**src/rtl/axi4_lite_master_slave.sv**
```systemverilog
// AXI4-Lite master driven by a one-cycle user strobe, wired point-to-point to a
// four-register AXI4-Lite slave. `ready` pulses when each transaction completes.
module axi4_lite_master_slave (
  input  logic        ACLK,
  input  logic        ARESETn,
  input  logic [3:0]  addr,
  input  logic        write,
  input  logic [31:0] wdata,
  input  logic        transfer,
  output logic [31:0] rdata,
  output logic        ready
);

  logic [3:0]  AWADDR;
  logic        AWVALID;
  logic        AWREADY;
  logic [31:0] WDATA;
  logic        WVALID;
  logic        WREADY;
  logic [1:0]  BRESP;
  logic        BVALID;
  logic        BREADY;
  logic [3:0]  ARADDR;
  logic        ARVALID;
  logic        ARREADY;
  logic [31:0] RDATA;
  logic [1:0]  RRESP;
  logic        RVALID;
  logic        RREADY;

  typedef enum logic [2:0] {
    StIdle,
    StWrAddrData,
    StWrResp,
    StRdAddr,
    StRdData
  } state_e;

  state_e state;

  // Master
  always_ff @(posedge ACLK) begin
    if (!ARESETn) begin
      state   <= StIdle;
      AWADDR  <= '0;
      AWVALID <= 1'b0;
      WDATA   <= '0;
      WVALID  <= 1'b0;
      BREADY  <= 1'b0;
      ARADDR  <= '0;
      ARVALID <= 1'b0;
      RREADY  <= 1'b0;
      rdata   <= '0;
      ready   <= 1'b0;
    end else begin
      ready <= 1'b0;
      case (state)
        StIdle: begin
          if (transfer) begin
            if (write) begin
              AWADDR  <= addr;
              WDATA   <= wdata;
              AWVALID <= 1'b1;
              WVALID  <= 1'b1;
              BREADY  <= 1'b1;
              state   <= StWrAddrData;
            end else begin
              ARADDR  <= addr;
              ARVALID <= 1'b1;
              RREADY  <= 1'b1;
              state   <= StRdAddr;
            end
          end
        end
        StWrAddrData: begin
          if (AWVALID && AWREADY) AWVALID <= 1'b0;
          if (WVALID && WREADY)   WVALID  <= 1'b0;
          // Each channel is done once its VALID has dropped or it handshakes now.
          if ((!AWVALID || AWREADY) && (!WVALID || WREADY)) state <= StWrResp;
        end
        StWrResp: begin
          if (BVALID && BREADY) begin
            BREADY <= 1'b0;
            ready  <= 1'b1;
            state  <= StIdle;
          end
        end
        StRdAddr: begin
          if (ARVALID && ARREADY) begin
            ARVALID <= 1'b0;
            state   <= StRdData;
          end
        end
        StRdData: begin
          if (RVALID && RREADY) begin
            rdata  <= RDATA;
            RREADY <= 1'b0;
            ready  <= 1'b1;
            state  <= StIdle;
          end
        end
        default: state <= StIdle;
      endcase
    end
  end

  // Slave
  logic [31:0] slv_reg [4];
  logic        aw_taken;
  logic        w_taken;
  logic [1:0]  aw_sel;
  logic [31:0] w_data;
  logic        aw_hs;
  logic        w_hs;
  logic        have_aw;
  logic        have_w;
  logic [1:0]  wr_sel;
  logic [31:0] wr_data;

  always_comb begin
    aw_hs   = AWVALID && AWREADY;
    w_hs    = WVALID && WREADY;
    have_aw = aw_hs || aw_taken;
    have_w  = w_hs || w_taken;
    wr_sel  = aw_taken ? aw_sel : AWADDR[3:2];
    wr_data = w_taken ? w_data : WDATA;
  end

  always_ff @(posedge ACLK) begin
    if (!ARESETn) begin
      AWREADY  <= 1'b0;
      WREADY   <= 1'b0;
      aw_taken <= 1'b0;
      w_taken  <= 1'b0;
      aw_sel   <= '0;
      w_data   <= '0;
      BVALID   <= 1'b0;
      BRESP    <= 2'b00;
      ARREADY  <= 1'b0;
      RVALID   <= 1'b0;
      RDATA    <= '0;
      RRESP    <= 2'b00;
      for (int i = 0; i < 4; i++) slv_reg[i] <= '0;
    end else begin
      AWREADY <= AWVALID && !AWREADY && !aw_taken && !BVALID;
      WREADY  <= WVALID && !WREADY && !w_taken && !BVALID;

      if (have_aw && have_w) begin
        slv_reg[wr_sel] <= wr_data;
        BVALID          <= 1'b1;
        BRESP           <= 2'b00;
        aw_taken        <= 1'b0;
        w_taken         <= 1'b0;
      end else begin
        if (aw_hs) begin
          aw_taken <= 1'b1;
          aw_sel   <= AWADDR[3:2];
        end
        if (w_hs) begin
          w_taken <= 1'b1;
          w_data  <= WDATA;
        end
        if (BVALID && BREADY) BVALID <= 1'b0;
      end

      ARREADY <= ARVALID && !ARREADY && !RVALID;
      if (ARVALID && ARREADY) begin
        RVALID <= 1'b1;
        RDATA  <= slv_reg[ARADDR[3:2]];
        RRESP  <= 2'b00;
      end else if (RVALID && RREADY) begin
        RVALID <= 1'b0;
      end
    end
  end

  // Byte-offset bits are ignored by the register decode.
  logic unused_addr_bits;
  assign unused_addr_bits = ^{AWADDR[1:0], ARADDR[1:0]};

endmodule

```
**config.mk**
```make
export PLATFORM = sky130hd
export DESIGN_NAME = axi4_lite_master_slave
export DESIGN_NICKNAME = d
export VERILOG_FILES = /design/src/rtl/axi4_lite_master_slave.sv
export SDC_FILE = /design/constraint.sdc
export NUM_CORES = 1
export LEC_CHECK = 0
export CORE_UTILIZATION = 34
export DETAILED_ROUTE_END_ITERATION = 8
export PLACE_DENSITY = 0.57
export SLEW_MARGIN = 20
export SYNTH_ARGS = -nofsm -noshare
export SYNTH_HDL_FRONTEND = slang
export SYNTH_SLANG_ARGS = --single-unit
```
**constraint.sdc**
```tcl
create_clock -name ACLK -period 3.83 [get_ports ACLK]
set_input_delay 0.5745 -clock ACLK [delete_from_list [all_inputs] [get_ports ACLK]]
set_output_delay 0.5745 -clock ACLK [all_outputs]
set_load 0.005 [all_outputs]
```
# [Word-level counts from Yosys, hierarchy flattened]
# Memories as Yosys holds them, arrays and structs flattened. A register that Yosys moved wholly into a read port is not among the register bits.
# Index checks and enable logic that the tools add are counted.
[word_totals] regBits=122 ram_bits=128 inputBits=40 elab_cells=121 n_memories=1
[memory_table] name="slv_reg" words=4 width=32 rd=1 rd_clocked_by_memory_dff=1 write_ports=4 line="108" source="logic [31:0] slv_reg [4];"
[op_classes] n_eq_ne=13 mux=35 bitwise_logic=3 reduce_logical=49
[ops] op="$mux W32" n=2
[ops] op="$reduce_or A32 Y1" n=1
[ops] op="$reduce_and A4 Y1" n=5
[ops] op="$mux W1" n=18
[ops] op="$ne A2 B2 Y1 const B" n=9
[ops] op="$logic_and A1 B1 Y1" n=15
[ops] op="$mux W3" n=5
[ops] op="$pmux W3 S5" n=1
[ops] op="$pmux W1 S2" n=6
[ops] op="$reduce_bool A2 Y1" n=6
[ops] op="$logic_not A1 Y1" n=10
[ops] op="$eq A3 B2 Y1 const B" n=2
[ops] op="$mux W2" n=3
[ops] op="$reduce_and A2 Y1" n=3
[ops] op="$reduce_and A3 Y1" n=2
[ops] op="$reduce_and A5 Y1" n=1
[ops] op="$logic_or A1 B1 Y1" n=4
[ops] op="$eq A3 B1 Y1 const B" n=1
[ops] op="$eq A3 B3 Y1 const B" n=1
[ops] op="$logic_not A3 Y1" n=1
[ops] op="$not A1 Y1" n=3
[ops] op="$reduce_or A2 Y1" n=1

# [Longest topological paths before layout]
[logic_depth] word_depth=8 ltp_mapped=7 mapped_depth_nobuf=4

# [Worst setup path before layout]
# No wires, ideal clock.
[synth_path] kind="register to register" start="register w_taken" end="memory slv_reg[3][0], enable pin" setup_ns=0.470 t_arrival_ns=3.386 required_time_ns=3.360 slack_ns=-0.026 stages_incl_launch_ff=6 n_path_buf=2 synth_period_minus_slack_ns=3.856 path_cell_list="dfxtp_1 -> buf_2 -> a21oi_2 -> or2_2 -> clkbuf_1 -> o31ai_1"
[synth_rtl] item="start: declaration" line="110" source="logic w_taken;"
[synth_rtl] item="start signal: assignment" line="134" source="w_taken <= 1'b0;"
[synth_rtl] item="start signal: assignment" line="153" source="w_taken <= 1'b0;"
[synth_rtl] item="start signal: assignment" line="160" source="w_taken <= 1'b1;"
[synth_rtl] item="end: declaration" line="108"

==> impl_results.md <==
* Number of clock sinks at 278
* Overall routed net length at about 24,000 um
* CTS Buf Count at 29
* Global-route wire length before repair at 38,600 um
* Unrepaired setup endpoints after global routing: false
* Destination of the worst register-to-register timing path: slv_reg[2][30]
* Overflow left after global routing at 0
* Vertical extent of the die at 184 um
* Sequential cell area fraction in the yosys report at 0.610
* Share of async-settable or async-resettable flops after synthesis at 0
* Flip-flop count of the largest register, all copies and words added at about 130
* Post-detailed-placement half-perimeter wirelength at roughly 15,000 um
* Largest voltage drop on the vdd net at 367 uV
* Maximum number of pins on one net before global-route repair at 67
* Post-synthesis cell count at 988
* Post-synthesis simple-gate area fraction at 0.151
* Number of failing hold endpoints at the final stage at 0
* Placer's final routability congestion estimate at about 0.72
* Top-level I/O count at 73
* Buffer cell driving the clock tree root: sky130_fd_sc_hd__clkbuf_16
* Count of antenna diodes in the layout at 0
* Result of the run: finished clean
* Number of global-route vias before repair at 6,965
* Crit share post-route at 0.634
* Post-synth top flop: sky130_fd_sc_hd__dfxtp_1
* Overall power consumption at 6.18 mW
* Total leakage power at 4.40 nW
* Data required time at the worst endpoint at 4000 ps
* Synthesized-area fraction occupied by ao, oa, aoi and oai cells at 0.102
* Element type at the critical path start: register
* Dominant combinational cell family by area after synthesis: simple AND/OR/NAND/NOR gates
* Worst hold-check path type: register to register
* Wire length per cell at 15.8 um
* Die W at 184 um
* Area share of xor/xnor cells in the synthesized design at 0
* Number of placement rows at 66
* Most Used Layer, Global Route: met2
* Setup ws final at 1400 ps
* DRC violation count after routing at 0
* Max-cap violation count at 0
* Met3 Usage GRT at 0.0261
* Headroom to the max-slew limit at 0.393
* Count of endpoints failing setup in the final report at 0
* Clock transition at the registers of the reported paths at 60 ps
* Arrival time at the worst endpoint at 2600 ps
* Start point of the worst hold path: rdata[5]
* Highest attainable clock frequency at 0.412 GHz
* Number of synthesized flops with an enable pin at 128
* Fillers at 3,152
* Worst setup path class: register to register
* Total vias in the final route at around 6,900
* Number of synthesized register bits at 278
* # port buffers at 70
* Post-synthesis instance area at roughly 0.011 mm^2
* Layout Cells excl Fill at 1,501
* Final core area utilization at 0.405
* Share of cells above drive strength 1 at 0.130
* Critical path origin: aw_taken
* # resized after CTS at 0
* Reg2Reg Setup Slack at 1400 ps
* Post-Synthesis Net Count at 1,028
* Core area at between 0.03 and 0.04 mm^2
* Detailed-route vias per instance at 4.63
* Total die area at 0.0337 mm^2
* Type of destination of the critical path: register
* Post-CTS Setup Repair Bufs at 0
* Termination of the worst setup path: slv_reg[2][30]
* Clock buffer depth at 3
* Final worst clock skew at 11.5 ps
* Distinct cell type count after synthesis at 38
* Pin slew with the least headroom to its limit at 910 ps
* Placed cell count at between 1,000 and 1,500
* TritonCTS clock tree: yes
* Reg-to-Reg Start: aw_taken
* Clk_lat worst skew at about 530 ps
* H-tree lvl count at 1
* Met2 usage at 0.232
* Synth Area in Adders at 0
* Drt pass-1 iters at 4
* Global-route track usage on met1 at 0.201
* Count of hold buffers inserted by post-cts repair at 0
* 1st-iter DRT viols at 388
* Final min period at 2430 ps
* Mean cell area of the mapped netlist at around 11 um^2
* Proportion of synthesized area in mux cells at 0.103
* Gr usage total at 0.145
* Area growth from synthesis to final layout at 17.4%
* YS warnings at 0
* Post-detailed-route count of antenna-violating nets at 0
* Post-placement worst setup slack at 1300 ps
* Crit-path max FO at 32
* Number of nets at the end of the flow at 1,078
* Final TNS setup at 0 ps
* Slew Limit Fails at 0
* Effective utilization at floorplan at 0.345
* Power per cell area at around 470 mW/mm^2
* Depth of the worst register-to-register path at 6
* Number of antenna violations at the first check in global routing at 0
cell usage after synthesis (3+ instances only):
master,count,share of area
sky130_fd_sc_hd__dfxtp_1,150,0.27
sky130_fd_sc_hd__nand2_1,246,0.082
sky130_fd_sc_hd__a21boi_1,63,0.042
sky130_fd_sc_hd__nor3b_1,4,0.0027
sky130_fd_sc_hd__a21boi_0,41,0.027
sky130_fd_sc_hd__buf_4,5,0.0033
sky130_fd_sc_hd__and3_1,4,0.0022
sky130_fd_sc_hd__and2_1,4,0.0022
sky130_fd_sc_hd__o21ai_0,3,0.0013
sky130_fd_sc_hd__edfxtp_1,128,0.34
sky130_fd_sc_hd__nor2_1,128,0.043
sky130_fd_sc_hd__mux2i_1,7,0.0062
sky130_fd_sc_hd__nor2b_1,10,0.0056
sky130_fd_sc_hd__mux2_2,32,0.032
sky130_fd_sc_hd__clkbuf_1,37,0.012
sky130_fd_sc_hd__a22o_1,32,0.025
sky130_fd_sc_hd__buf_6,6,0.0060
sky130_fd_sc_hd__nand2b_1,5,0.0028
sky130_fd_sc_hd__nand3_1,6,0.0027
sky130_fd_sc_hd__mux4_2,32,0.064
sky130_fd_sc_hd__buf_2,24,0.011
report_power, final:
group	switching [mW]	internal, mW	leakage (nW)
logic	0.177	0.162	1.42
registers	0.0572	3.18	2.53
clock network	1.09	1.51	0.443
worst min-delay path by stage:
| stage | to | cells past startpoint |
|---|---|---|
| finish | rdata[5] | 2 |
| global route | rdata[3] | 2 |
| floorplan | ARREADY | 1 |
| global placement | w_data[31] | 2 |
| detailed placement | w_data[21] | 2 |
| CTS | rdata[19] | 2 |
critical path, stage by stage, from the launching register on:
cell and delay [ps]:
sky130_fd_sc_hd__dfxtp_1 460, sky130_fd_sc_hd__mux2i_1 450, sky130_fd_sc_hd__nor2b_1 220, sky130_fd_sc_hd__nand2_1 80
sky130_fd_sc_hd__buf_4 280, sky130_fd_sc_hd__nand2_1 110, sky130_fd_sc_hd__buf_4 440
cell type report:
| class | instances | area, um^2 | area share |
|---|---|---|---|
| Clock buffer | 43 | 843 | 0.0640 |
| Clock inverter | 9 | 43.8 | 0.00332 |
| Inverter | 2 | 7.51 | 0.000570 |
| Multi-Input combinational cell | 634 | 4010 | 0.304 |
| Sequential cell | 278 | 6850 | 0.520 |
| Tap cell | 442 | 553 | 0.0420 |
| Timing Repair Buffer | 93 | 871 | 0.0661 |
per-stage QoR:
| stage | hold slack [ps] | area (um^2) |
|---|---|---|
| 2_1_floorplan | 429 | 11200 |
| 3_3_place_gp | 437 | 12300 |
| 3_5_place_dp | 444 | 12300 |
| 4_1_cts | 452 | 13200 |
| 5_1_grt | 465 | 13200 |
| 6_report | 449 | 13200 |
layer usage:
layer	share of wire	vias to the layer above
li1	-	3517
met1	0.48	3264
met2	0.44	141
met3	0.057	27
met4	0.016	0
met5	0	-
cell usage in the layout (no fill, tap or decap), drive strengths merged, types with 2 or more instances in the layout:
| master | count |
|---|---|
| nor2b | 10 |
| nor3b | 5 |
| o211a | 2 |
| nand4 | 2 |
| clkbuf | 43 |
| edfxtp | 128 |
| mux2 | 32 |
| a21boi | 104 |
| buf | 24 |
| nand2 | 246 |
| inv | 3 |
| nor2 | 128 |
| a21oi | 3 |
| o21ai | 3 |
| clkdlybuf4s50 | 69 |
| and2 | 4 |
| clkinv | 8 |
| nand3 | 6 |
| and3 | 4 |
| nand2b | 5 |
| a22o | 32 |
| mux4 | 32 |
| dfxtp | 150 |
| mux2i | 7 |
logic make-up (layout without fill, tap and decap cells):
| family | Yosys count | in the layout |
|---|---|---|
| AO/OA/AOI/OAI | 147 | 147 |
| flip-flops | 278 | 278 |
| AND/OR/NAND/NOR | 416 | 416 |
| buffers and inverters | 76 | 147 |
| multiplexers | 71 | 71 |
Power figures use the tool's default switching activity.
